File: src/rtl/fft_pkg.sv
// Shared widths and fixed-point helpers for the FFT butterfly datapath.
// Every derived width is computed from the DATA_W / TW_W actually in use.
package fft_pkg;

    localparam int DATA_W_DEF = 16;
    localparam int TW_W_DEF   = 16;

    // Per-sample controls that travel alongside the data.
    typedef struct packed {
        logic inverse;
        logic scale;
    } ctrl_t;

    function automatic int prod_w(input int dw, input int tw);
        return dw + tw;
    endfunction

    function automatic int sum_w(input int dw, input int tw);
        return dw + tw + 1;
    endfunction

    function automatic int p_w(input int dw);
        return dw + 2;
    endfunction

    // Half an LSB of the result after the Q1.(tw-1) rescale.
    function automatic longint rnd_const(input int tw);
        return longint'(1) << (tw - 2);
    endfunction

    function automatic longint sat_max(input int dw);
        return (longint'(1) << (dw - 1)) - 1;
    endfunction

    function automatic longint sat_min(input int dw);
        return -(longint'(1) << (dw - 1));
    endfunction

endpackage

File: src/rtl/cmplx_mult_q.sv
// Pipelined complex multiply B*W (or B*conj(W)): four products, then add/sub and
// round-half-up back to data scale. Two register stages, both held when en=0.
module cmplx_mult_q
    import fft_pkg::*;
#(
    parameter int DATA_W = DATA_W_DEF,
    parameter int TW_W   = TW_W_DEF
) (
    input  logic                       clk,
    input  logic                       rst,
    input  logic                       en,
    input  logic signed [DATA_W-1:0]   i_b_r,
    input  logic signed [DATA_W-1:0]   i_b_i,
    input  logic signed [TW_W-1:0]     i_w_r,
    input  logic signed [TW_W-1:0]     i_w_i,
    input  logic                       i_inverse,
    output logic signed [DATA_W+1:0]   o_p_r,
    output logic signed [DATA_W+1:0]   o_p_i
);

    localparam int PROD_W = prod_w(DATA_W, TW_W);
    localparam int SUM_W  = sum_w(DATA_W, TW_W);
    localparam int P_W    = p_w(DATA_W);
    localparam logic signed [SUM_W-1:0] RND = SUM_W'(rnd_const(TW_W));

    logic signed [PROD_W-1:0] rr_q, ii_q, ir_q, ri_q;
    logic signed [PROD_W-1:0] rr_d, ii_d, ir_d, ri_d;
    logic                     inv_q, inv_d;
    logic signed [SUM_W-1:0]  sum_r, sum_i, rnd_r, rnd_i;
    logic signed [P_W-1:0]    p_r_q, p_i_q, p_r_d, p_i_d;

    always_comb begin
        rr_d  = rr_q;
        ii_d  = ii_q;
        ir_d  = ir_q;
        ri_d  = ri_q;
        inv_d = inv_q;
        p_r_d = p_r_q;
        p_i_d = p_i_q;
        // Conjugation flips the add/sub rather than negating W, so W_i = -1.0 stays exact.
        sum_r = inv_q ? SUM_W'(rr_q) + SUM_W'(ii_q) : SUM_W'(rr_q) - SUM_W'(ii_q);
        sum_i = inv_q ? SUM_W'(ir_q) - SUM_W'(ri_q) : SUM_W'(ir_q) + SUM_W'(ri_q);
        rnd_r = (sum_r + RND) >>> (TW_W - 1);
        rnd_i = (sum_i + RND) >>> (TW_W - 1);
        if (en) begin
            rr_d  = PROD_W'(i_b_r) * PROD_W'(i_w_r);
            ii_d  = PROD_W'(i_b_i) * PROD_W'(i_w_i);
            ir_d  = PROD_W'(i_b_i) * PROD_W'(i_w_r);
            ri_d  = PROD_W'(i_b_r) * PROD_W'(i_w_i);
            inv_d = i_inverse;
            p_r_d = P_W'(rnd_r);
            p_i_d = P_W'(rnd_i);
        end
    end

    always_ff @(posedge clk) begin
        if (rst) begin
            rr_q  <= '0;
            ii_q  <= '0;
            ir_q  <= '0;
            ri_q  <= '0;
            inv_q <= 1'b0;
            p_r_q <= '0;
            p_i_q <= '0;
        end else begin
            rr_q  <= rr_d;
            ii_q  <= ii_d;
            ir_q  <= ir_d;
            ri_q  <= ri_d;
            inv_q <= inv_d;
            p_r_q <= p_r_d;
            p_i_q <= p_i_d;
        end
    end

    assign o_p_r = p_r_q;
    assign o_p_i = p_i_q;

endmodule

File: src/rtl/radix2_butterfly_pipe.sv
// Four-stage radix-2 DIT butterfly A' = A + W*B, B' = A - W*B with optional /2,
// saturation and a sticky overflow flag. One global stall enable holds every stage.
module radix2_butterfly_pipe
    import fft_pkg::*;
#(
    parameter int DATA_W = DATA_W_DEF,
    parameter int TW_W   = TW_W_DEF
) (
    input  logic                     clk,
    input  logic                     rst,
    input  logic                     in_valid,
    output logic                     in_ready,
    input  logic signed [DATA_W-1:0] i_data_ra,
    input  logic signed [DATA_W-1:0] i_data_ca,
    input  logic signed [DATA_W-1:0] i_data_rb,
    input  logic signed [DATA_W-1:0] i_data_cb,
    input  logic signed [TW_W-1:0]   i_twiddle_r,
    input  logic signed [TW_W-1:0]   i_twiddle_c,
    input  logic                     i_inverse,
    input  logic                     i_scale,
    output logic                     out_valid,
    input  logic                     out_ready,
    output logic signed [DATA_W-1:0] o_data_ra,
    output logic signed [DATA_W-1:0] o_data_ca,
    output logic signed [DATA_W-1:0] o_data_rb,
    output logic signed [DATA_W-1:0] o_data_cb,
    output logic                     o_ovf,
    input  logic                     i_ovf_clr
);

    localparam int P_W = p_w(DATA_W);
    localparam logic signed [P_W-1:0] SAT_MAX = P_W'(sat_max(DATA_W));
    localparam logic signed [P_W-1:0] SAT_MIN = P_W'(sat_min(DATA_W));

    // Returns {saturated, clamped value}.
    function automatic logic [DATA_W:0] sat_fn(input logic signed [P_W-1:0] x);
        if (x > SAT_MAX)      return {1'b1, SAT_MAX[DATA_W-1:0]};
        else if (x < SAT_MIN) return {1'b1, SAT_MIN[DATA_W-1:0]};
        else                  return {1'b0, DATA_W'(x)};
    endfunction

    function automatic logic signed [P_W-1:0] scale_fn(input logic signed [P_W-1:0] x,
                                                       input logic s);
        return s ? (x + P_W'(1)) >>> 1 : x;
    endfunction

    logic en;

    logic                     s1_valid_q, s1_valid_d;
    logic signed [DATA_W-1:0] s1_a_r_q, s1_a_i_q, s1_b_r_q, s1_b_i_q;
    logic signed [DATA_W-1:0] s1_a_r_d, s1_a_i_d, s1_b_r_d, s1_b_i_d;
    logic signed [TW_W-1:0]   s1_w_r_q, s1_w_i_q, s1_w_r_d, s1_w_i_d;
    ctrl_t                    s1_ctrl_q, s1_ctrl_d;

    logic                     s2_valid_q, s2_valid_d, s2_scale_q, s2_scale_d;
    logic signed [DATA_W-1:0] s2_a_r_q, s2_a_i_q, s2_a_r_d, s2_a_i_d;
    logic                     s3_valid_q, s3_valid_d, s3_scale_q, s3_scale_d;
    logic signed [DATA_W-1:0] s3_a_r_q, s3_a_i_q, s3_a_r_d, s3_a_i_d;
    logic signed [P_W-1:0]    p_r, p_i;

    logic signed [P_W-1:0]    sum_ar, sum_ai, sum_br, sum_bi;
    logic [DATA_W:0]          sat_ar, sat_ai, sat_br, sat_bi;
    logic                     sat_any;

    logic                     out_valid_q, out_valid_d, ovf_q, ovf_d;
    logic signed [DATA_W-1:0] o_ra_q, o_ca_q, o_rb_q, o_cb_q;
    logic signed [DATA_W-1:0] o_ra_d, o_ca_d, o_rb_d, o_cb_d;

    assign en       = out_ready | ~out_valid_q;
    assign in_ready = en;

    cmplx_mult_q #(.DATA_W(DATA_W), .TW_W(TW_W)) u_mult (
        .clk       (clk),
        .rst       (rst),
        .en        (en),
        .i_b_r     (s1_b_r_q),
        .i_b_i     (s1_b_i_q),
        .i_w_r     (s1_w_r_q),
        .i_w_i     (s1_w_i_q),
        .i_inverse (s1_ctrl_q.inverse),
        .o_p_r     (p_r),
        .o_p_i     (p_i)
    );

    always_comb begin
        s1_valid_d = s1_valid_q;
        s1_a_r_d   = s1_a_r_q;
        s1_a_i_d   = s1_a_i_q;
        s1_b_r_d   = s1_b_r_q;
        s1_b_i_d   = s1_b_i_q;
        s1_w_r_d   = s1_w_r_q;
        s1_w_i_d   = s1_w_i_q;
        s1_ctrl_d  = s1_ctrl_q;
        s2_valid_d = s2_valid_q;
        s2_scale_d = s2_scale_q;
        s2_a_r_d   = s2_a_r_q;
        s2_a_i_d   = s2_a_i_q;
        s3_valid_d = s3_valid_q;
        s3_scale_d = s3_scale_q;
        s3_a_r_d   = s3_a_r_q;
        s3_a_i_d   = s3_a_i_q;
        out_valid_d = out_valid_q;
        o_ra_d = o_ra_q;
        o_ca_d = o_ca_q;
        o_rb_d = o_rb_q;
        o_cb_d = o_cb_q;

        sum_ar  = scale_fn(P_W'(s3_a_r_q) + p_r, s3_scale_q);
        sum_ai  = scale_fn(P_W'(s3_a_i_q) + p_i, s3_scale_q);
        sum_br  = scale_fn(P_W'(s3_a_r_q) - p_r, s3_scale_q);
        sum_bi  = scale_fn(P_W'(s3_a_i_q) - p_i, s3_scale_q);
        sat_ar  = sat_fn(sum_ar);
        sat_ai  = sat_fn(sum_ai);
        sat_br  = sat_fn(sum_br);
        sat_bi  = sat_fn(sum_bi);
        sat_any = s3_valid_q & (sat_ar[DATA_W] | sat_ai[DATA_W] |
                                sat_br[DATA_W] | sat_bi[DATA_W]);
        // A saturating result landing in the output register beats a same-cycle clear.
        ovf_d   = (ovf_q & ~i_ovf_clr) | (en & sat_any);

        if (en) begin
            s1_valid_d        = in_valid;
            s1_a_r_d          = i_data_ra;
            s1_a_i_d          = i_data_ca;
            s1_b_r_d          = i_data_rb;
            s1_b_i_d          = i_data_cb;
            s1_w_r_d          = i_twiddle_r;
            s1_w_i_d          = i_twiddle_c;
            s1_ctrl_d.inverse = i_inverse;
            s1_ctrl_d.scale   = i_scale;
            s2_valid_d        = s1_valid_q;
            s2_scale_d        = s1_ctrl_q.scale;
            s2_a_r_d          = s1_a_r_q;
            s2_a_i_d          = s1_a_i_q;
            s3_valid_d        = s2_valid_q;
            s3_scale_d        = s2_scale_q;
            s3_a_r_d          = s2_a_r_q;
            s3_a_i_d          = s2_a_i_q;
            out_valid_d       = s3_valid_q;
            o_ra_d            = sat_ar[DATA_W-1:0];
            o_ca_d            = sat_ai[DATA_W-1:0];
            o_rb_d            = sat_br[DATA_W-1:0];
            o_cb_d            = sat_bi[DATA_W-1:0];
        end
    end

    always_ff @(posedge clk) begin
        if (rst) begin
            s1_valid_q  <= 1'b0;
            s1_a_r_q    <= '0;
            s1_a_i_q    <= '0;
            s1_b_r_q    <= '0;
            s1_b_i_q    <= '0;
            s1_w_r_q    <= '0;
            s1_w_i_q    <= '0;
            s1_ctrl_q   <= '0;
            s2_valid_q  <= 1'b0;
            s2_scale_q  <= 1'b0;
            s2_a_r_q    <= '0;
            s2_a_i_q    <= '0;
            s3_valid_q  <= 1'b0;
            s3_scale_q  <= 1'b0;
            s3_a_r_q    <= '0;
            s3_a_i_q    <= '0;
            out_valid_q <= 1'b0;
            o_ra_q      <= '0;
            o_ca_q      <= '0;
            o_rb_q      <= '0;
            o_cb_q      <= '0;
            ovf_q       <= 1'b0;
        end else begin
            s1_valid_q  <= s1_valid_d;
            s1_a_r_q    <= s1_a_r_d;
            s1_a_i_q    <= s1_a_i_d;
            s1_b_r_q    <= s1_b_r_d;
            s1_b_i_q    <= s1_b_i_d;
            s1_w_r_q    <= s1_w_r_d;
            s1_w_i_q    <= s1_w_i_d;
            s1_ctrl_q   <= s1_ctrl_d;
            s2_valid_q  <= s2_valid_d;
            s2_scale_q  <= s2_scale_d;
            s2_a_r_q    <= s2_a_r_d;
            s2_a_i_q    <= s2_a_i_d;
            s3_valid_q  <= s3_valid_d;
            s3_scale_q  <= s3_scale_d;
            s3_a_r_q    <= s3_a_r_d;
            s3_a_i_q    <= s3_a_i_d;
            out_valid_q <= out_valid_d;
            o_ra_q      <= o_ra_d;
            o_ca_q      <= o_ca_d;
            o_rb_q      <= o_rb_d;
            o_cb_q      <= o_cb_d;
            ovf_q       <= ovf_d;
        end
    end

    assign out_valid = out_valid_q;
    assign o_data_ra = o_ra_q;
    assign o_data_ca = o_ca_q;
    assign o_data_rb = o_rb_q;
    assign o_data_cb = o_cb_q;
    assign o_ovf     = ovf_q;

endmodule

File: config.mk
export PLATFORM = sky130hd
export DESIGN_NAME = radix2_butterfly_pipe
export DESIGN_NICKNAME = d
export VERILOG_FILES = /design/src/rtl/fft_pkg.sv /design/src/rtl/cmplx_mult_q.sv /design/src/rtl/radix2_butterfly_pipe.sv
export SDC_FILE = /design/constraint.sdc
export NUM_CORES = 2
export LEC_CHECK = 0
export CAP_MARGIN = 15
export CORE_ASPECT_RATIO = 0.9
export CORE_UTILIZATION = 51
export DETAILED_ROUTE_END_ITERATION = 8
export PLACE_DENSITY = 0.68
export SETUP_SLACK_MARGIN = 0.3
export SLEW_MARGIN = 40
export SYNTH_ARGS = -nofsm -noshare
export SYNTH_HDL_FRONTEND = slang
export SYNTH_SLANG_ARGS = --single-unit
File: constraint.sdc
create_clock -name clk -period 12.7 [get_ports clk]
set_clock_uncertainty 0.15 [all_clocks]
set_input_delay 2.54 -clock clk [delete_from_list [all_inputs] [get_ports clk]]
set_output_delay 2.54 -clock clk [all_outputs]
set_load 0.01 [all_outputs]
* After elaboration in Yosys (flattened, before gate mapping)
Index checks and enable logic that the tools add are counted.
Operators by class: $add $sub $neg 14, $mul 4, $lt $le $gt $ge 8, multiplexer cells 14, bitwise operators 10
Operators with widths (number):
- two-way mux 17 bit | 8
- multiplier 16 x 16 -> 32 bit | 4
- adder 18 x 2 -> 18 bit (second input constant) | 4
- > comparator 18 x 16 -> 1 bit (second input constant) | 4
- less-than comparator 18 x 16 -> 1 bit (second input constant) | 4
- two-way mux 18 bit | 4
- adder 32 x 32 -> 33 bit | 2
- adder 33 x 16 -> 33 bit (second input constant) | 2
- two-way mux 33 bit | 2
- subtractor 32 x 32 -> 33 bit | 2
- adder 16 x 18 -> 18 bit | 2
- subtractor 16 x 18 -> 18 bit | 2
- bitwise OR 1 bit | 5
- bitwise AND 1 bit | 3
- inverter 1 bit | 2
Storage, ports and cells: flip-flop bits (word level) 398, input bits 103, output and inout port bits 67

* Longest topological paths before layout
depth in word-level cells 12, depth in mapped cells 28, depth with buffers taken out 26

* Modules after synthesis
A second synthesis with hierarchy kept.
Second synthesis, totals: cell total of the unflattened synthesis 7657, area, all modules 64335.5 um^2
Modules (own cells, without submodules):
- cmplx_mult_q | times used 1, cells each 5650, area each 49730.2 um^2, sequential area each 3303.2 um^2
- radix2_butterfly_pipe | times used 1, cells each 2007, area each 14605.3 um^2, sequential area each 4664.5 um^2

* Least setup slack after synthesis
No wires, ideal clock.
kind register to register, from reg s1_w_i_q[1], to reg u_mult.ri_q[31], setup time 86 ps, data arrival time 6513 ps, required time 12464 ps, slack 5952 ps, stages on the path, launching flop included 27, clock period less this slack 6748 ps, cell sequence dfxtp_1 -> clkbuf_1 -> nand2_1 -> fa_1 -> inv_1 -> fa_1 -> inv_1 -> fa_1 -> fa_1 -> inv_1 -> fa_1 -> inv_1 -> fa_1 -> inv_1 -> ha_1 -> and3_1 -> clkbuf_1 -> a221o_1 -> nor3b_1 -> a2111oi_0 -> o221ai_1 -> o41ai_1 -> o41a_1 -> nand3_1 -> nand2_1 -> xnor2_1 -> a211oi_1
On the way: longest elaborated chain between the ends 1
RTL lines:
- from (decl) | RTL line radix2_butterfly_pipe.sv:52 | logic signed [TW_W-1:0] s1_w_r_q, s1_w_i_q, s1_w_r_d, s1_w_i_d;
- from (signal assigned) | RTL line radix2_butterfly_pipe.sv:178 | s1_w_i_q <= s1_w_i_d;
- multiplier 16 x 16 -> 32 bit | RTL line cmplx_mult_q.sv:49 | ri_d = PROD_W'(i_b_r) * PROD_W'(i_w_i);
- to (signal assigned) | RTL line cmplx_mult_q.sv:69 | ri_q <= ri_d;
- to (decl) | RTL line cmplx_mult_q.sv:26 | logic signed [PROD_W-1:0] rr_q, ii_q, ir_q, ri_q;
No other way between the ends. A chain may end at the register's enable or synchronous reset.

* Final worst setup path
from reg s1_w_r_q[2], to reg u_mult.rr_q[31]
On the way: longest elaborated chain between the ends 1
RTL lines:
- from (decl) | RTL line radix2_butterfly_pipe.sv:52
- from (signal assigned) | RTL line radix2_butterfly_pipe.sv:177 | s1_w_r_q <= s1_w_r_d;
- multiplier 16 x 16 -> 32 bit | RTL line cmplx_mult_q.sv:46 | rr_d = PROD_W'(i_b_r) * PROD_W'(i_w_r);
- to (signal assigned) | RTL line cmplx_mult_q.sv:66 | rr_q <= rr_d;
- to (decl) | RTL line cmplx_mult_q.sv:26
No other way between the ends.

==> flow_metrics.tcl <==
set metrics [dict create \
    status "finished, final reports clean" \
    cts_max_level 2 \
    period_share_pct 62.3 \
    reg2reg_to "u_mult.rr_q[31]" \
    ys_ff_latch 398 \
    synthFlopType "dfxtp_1" \
    synth_top_area_share_pct 33.1 \
    grt_use_total_pct 28.4 \
    tightest_slew_ns 0.947 \
    pin_count 170 \
    grt-busiest-layer "met2" \
    slew_headroom_pct 36.9 \
    synth_top_family_by_area "adder cells" \
    endpoint_kind "flop" \
    route.vias.total 51500 \
    min_period_ns 7.92 \
    final.fill_count 11200 \
    drc_errors 0 \
    peakVddDrop_mv 0.129 \
    viasPerCell 5.59 \
    clockBufferDepth 3 \
    clk_pin_slew_worst_paths_ns 0.06 \
    wl_per_cell_um 18.9 \
    setup_tns_ns 0 \
    dieArea_um2 126000 \
    synthesis.nets 9270 \
    syn_avg_cell_area_um2 8.32 \
    worstSetupPathType "flop to flop" \
    critPathMaxStageDelay_ns 0.75 \
    grt_pass1_vias 51800 \
    synth_compound_area_share_pct 12.2 \
    critPathMaxFanout 17 \
    portBuffers 169 \
    setup_viol 0 \
    grtUsageMet1_pct 40.5 \
    required_ns 13.09 \
    grt_max_degree 134 \
    first_pass_iters 6 \
    grt_pass1_wl_um 284000 \
    synth_edf_count 0 \
    design.final.nets 9184 \
    ys_types 113 \
    crit_chain "buf_4, nand2_1, fa_1, inv_1, fa_1, inv_1, fa_1, fa_1, inv_1, fa_1, inv_1, fa_1, inv_1, ha_1, a21o_1, a31oi_1, o31ai_1, a211oi_1, o31ai_1, or4b_1, a31oi_1, xnor2_1, a211oi_1" \
    postCtsResizedCells 0 \
    gr-total-overflow 0 \
    die_y_um 337 \
    drv_slew 0 \
    clock-sinks 398 \
    yosys_warnings 0 \
    synth_simple_gate_area_share_pct 18.2 \
    start_kind "flop" \
    synthXorXnorAreaFrac_pct 4.47 \
    arrival_ns 8.31 \
    postRouteAntennaNets 0 \
    crit_top_cell "fa_1" \
    die_w_um 374 \
    worstRegToRegCells 23 \
    r2r_start "s1_w_r_q[2]" \
    synthTopCellsByArea "fa_1 (33%), dfxtp_1 (13%), ha_1 (9.2%)" \
    syn_to_final_growth_pct 7.45 \
    clock.fmax_ghz 0.126 \
    grt_use_met2_pct 43.9 \
    hold_path_class "flop to flop" \
    mostFrequentLayoutCell "inv_1" \
    yosys.area.top_type "fa_1" \
    gr-usage-met3_pct 4.33 \
    rrSetupSlack_ns 4.78 \
    muxShareOfSynthArea_pct 0.187 \
    tritoncts "built" \
    synth_area_um2 63600 \
    yosysSeqAreaShare_pct 12.5 \
    min_path_cells 2 \
    cts_buffers 49 \
    synthAdderAreaFrac_pct 42.3 \
    drive_above_1_share_pct 3.41 \
    clkLatencyLatePin_ns 0.68 \
    finalNonFillerCells 9213 \
    coreArea_um2 123000 \
    first_iter_violations 4026 \
    initial_core_util_pct 51.6 \
    async_flop_share_pct 0 \
    min-delay-start "s1_b_r_q[9]" \
    place.gp.congestion 0.944 \
    rows 122 \
    syn_inst 7649 \
    power.density_nw_per_um2 160 \
    cellLeakagePower_uw 0.0308 \
    crit_slowest_cell "dfxtp_1" \
    drv_cap 0 \
    antenna_found_initial 3 \
    post-cts-setup-buffer-count 0 \
    rsz0062_at_grt "no" \
    hold_viol 0 \
    root_buffer "clkbuf_16" \
    place_inst 9124 \
    min_to "s1_b_r_q[9]" \
    final_cell_mix "inv_1 (1,314), nand2_1 (1,266), fa_1 (1,052), a21oi_1 (556), ha_1 (462)" \
    place_hpwl_um 133000 \
    wl_um 174000 \
    holdBufCountCts 0 \
]
## cell type report
| cell class | instances | area [um^2] | share of cell area (%) |
|---|---|---|---|
| antenna | 2 | 5.00 | 0.00732 |
| clock buffer | 64 | 1340 | 1.96 |
| clock inverter | 23 | 373 | 0.546 |
| inverter | 1320 | 4960 | 7.26 |
| multi-input combinational | 5544 | 49300 | 72.1 |
| sequential | 398 | 7990 | 11.7 |
| tap | 1612 | 2020 | 2.95 |
| timing repair buffer | 250 | 2380 | 3.49 |
## synth_stat cells (all sizes together) (10+ instances only)
cell type and n:
a2111oi 13, a211o 10, a211oi 70, a21o 76, a21oi 561, a31oi 31
a32o 12, and2 440, and3 32, and4 11, buf 47, clkbuf 340
dfxtp 398, fa 1052, ha 466, inv 1318, nand2 1266, nand2b 80
nand3 79, nand4 30, nor2 265, nor2b 35, nor3 71, nor3b 14
nor4 25, nor4b 10, o211ai 29, o21a 23, o21ai 200, o21bai 37
o22ai 17, o311ai 21, o31a 11, o31ai 26, or2 16, or3 43
xnor2 232, xor2 90
## logic make-up after synthesis
| logic type | count (synthesis) |
|---|---|
| AND/OR/NAND/NOR | 2451 |
| buffers and inverters | 1707 |
| adder cells (fa/ha/maj) | 1519 |
| AO/OA/AOI/OAI | 1240 |
| flip-flops | 398 |
| XOR/XNOR | 323 |
| multiplexers | 11 |
## layer usage
| layer | part of all wire (%) | vias up | routed length, um |
|---|---|---|---|
| met5 | 0.0075 | - | 13 |
| met4 | 3.9 | 2 | 6760 |
| met3 | 7.9 | 248 | 13700 |
| met2 | 43 | 1840 | 75200 |
| met1 | 45 | 25500 | 78600 |
| li1 | - | 23900 | - |
## power breakdown
| part | switching [uW] | leakage [uW] | total [uW] | internal (uW) |
|---|---|---|---|---|
| Sequential | 341 | 0.00330 | 1900 | 1560 |
| Combinational | 4500 | 0.0267 | 7510 | 3020 |
| Clock | 646 | 0.000826 | 1540 | 894 |
| Total | 5480 | 0.0308 | 11000 | 5470 |
## sequential cells by signal (all words and copies together) (netlist names), 18 cells and up
name and count:
u_mult.ri_q 32, u_mult.ir_q 32, u_mult.o_p_r 18, u_mult.o_p_i 18
u_mult.rr_q 32, u_mult.ii_q 32
## metrics by stage
stage | hold slack, ns | worst slack, ns | total power, uW | instance area (um^2) | util, %
after floorplan | 0.282 | 5.95 | 7200 | 63600 | -
after global placement | 0.289 | 5.05 | 9130 | 66500 | 53.9
after detailed placement | 0.294 | 5.02 | 9290 | 66600 | 54.0
after CTS | 0.303 | 4.99 | 10900 | 68300 | 55.4
after global routing | 0.314 | 4.41 | 11900 | 68300 | 55.4
final | 0.300 | 4.78 | 11000 | 68300 | 55.4
## critical path: cells and delay by family (launching register included)
family	cells	cell delay [ns]
AND/OR/NAND/NOR	2	0.63
adder cells (fa/ha/maj)	7	3.37
AO/OA/AOI/OAI	7	2.18
XOR/XNOR	1	0.08
buffers and inverters	6	0.63
flip-flops	1	0.75
## how the worst max path moves through the flow
stage | slack (ns) | endpoint | from | cells after the start
finish | 4.78 | u_mult.rr_q[31] | s1_w_r_q[2] | 23
global route | 4.41 | u_mult.ii_q[31] | s1_w_i_q[6] | 26
CTS | 4.99 | u_mult.rr_q[31] | s1_w_r_q[2] | 23
detailed placement | 5.02 | u_mult.ri_q[31] | s1_b_r_q[8] | 26
global placement | 5.05 | u_mult.ri_q[31] | s1_b_r_q[8] | 27
floorplan | 5.95 | u_mult.ri_q[31] | s1_w_i_q[1] | 26
(Power assumes the default switching activity.)
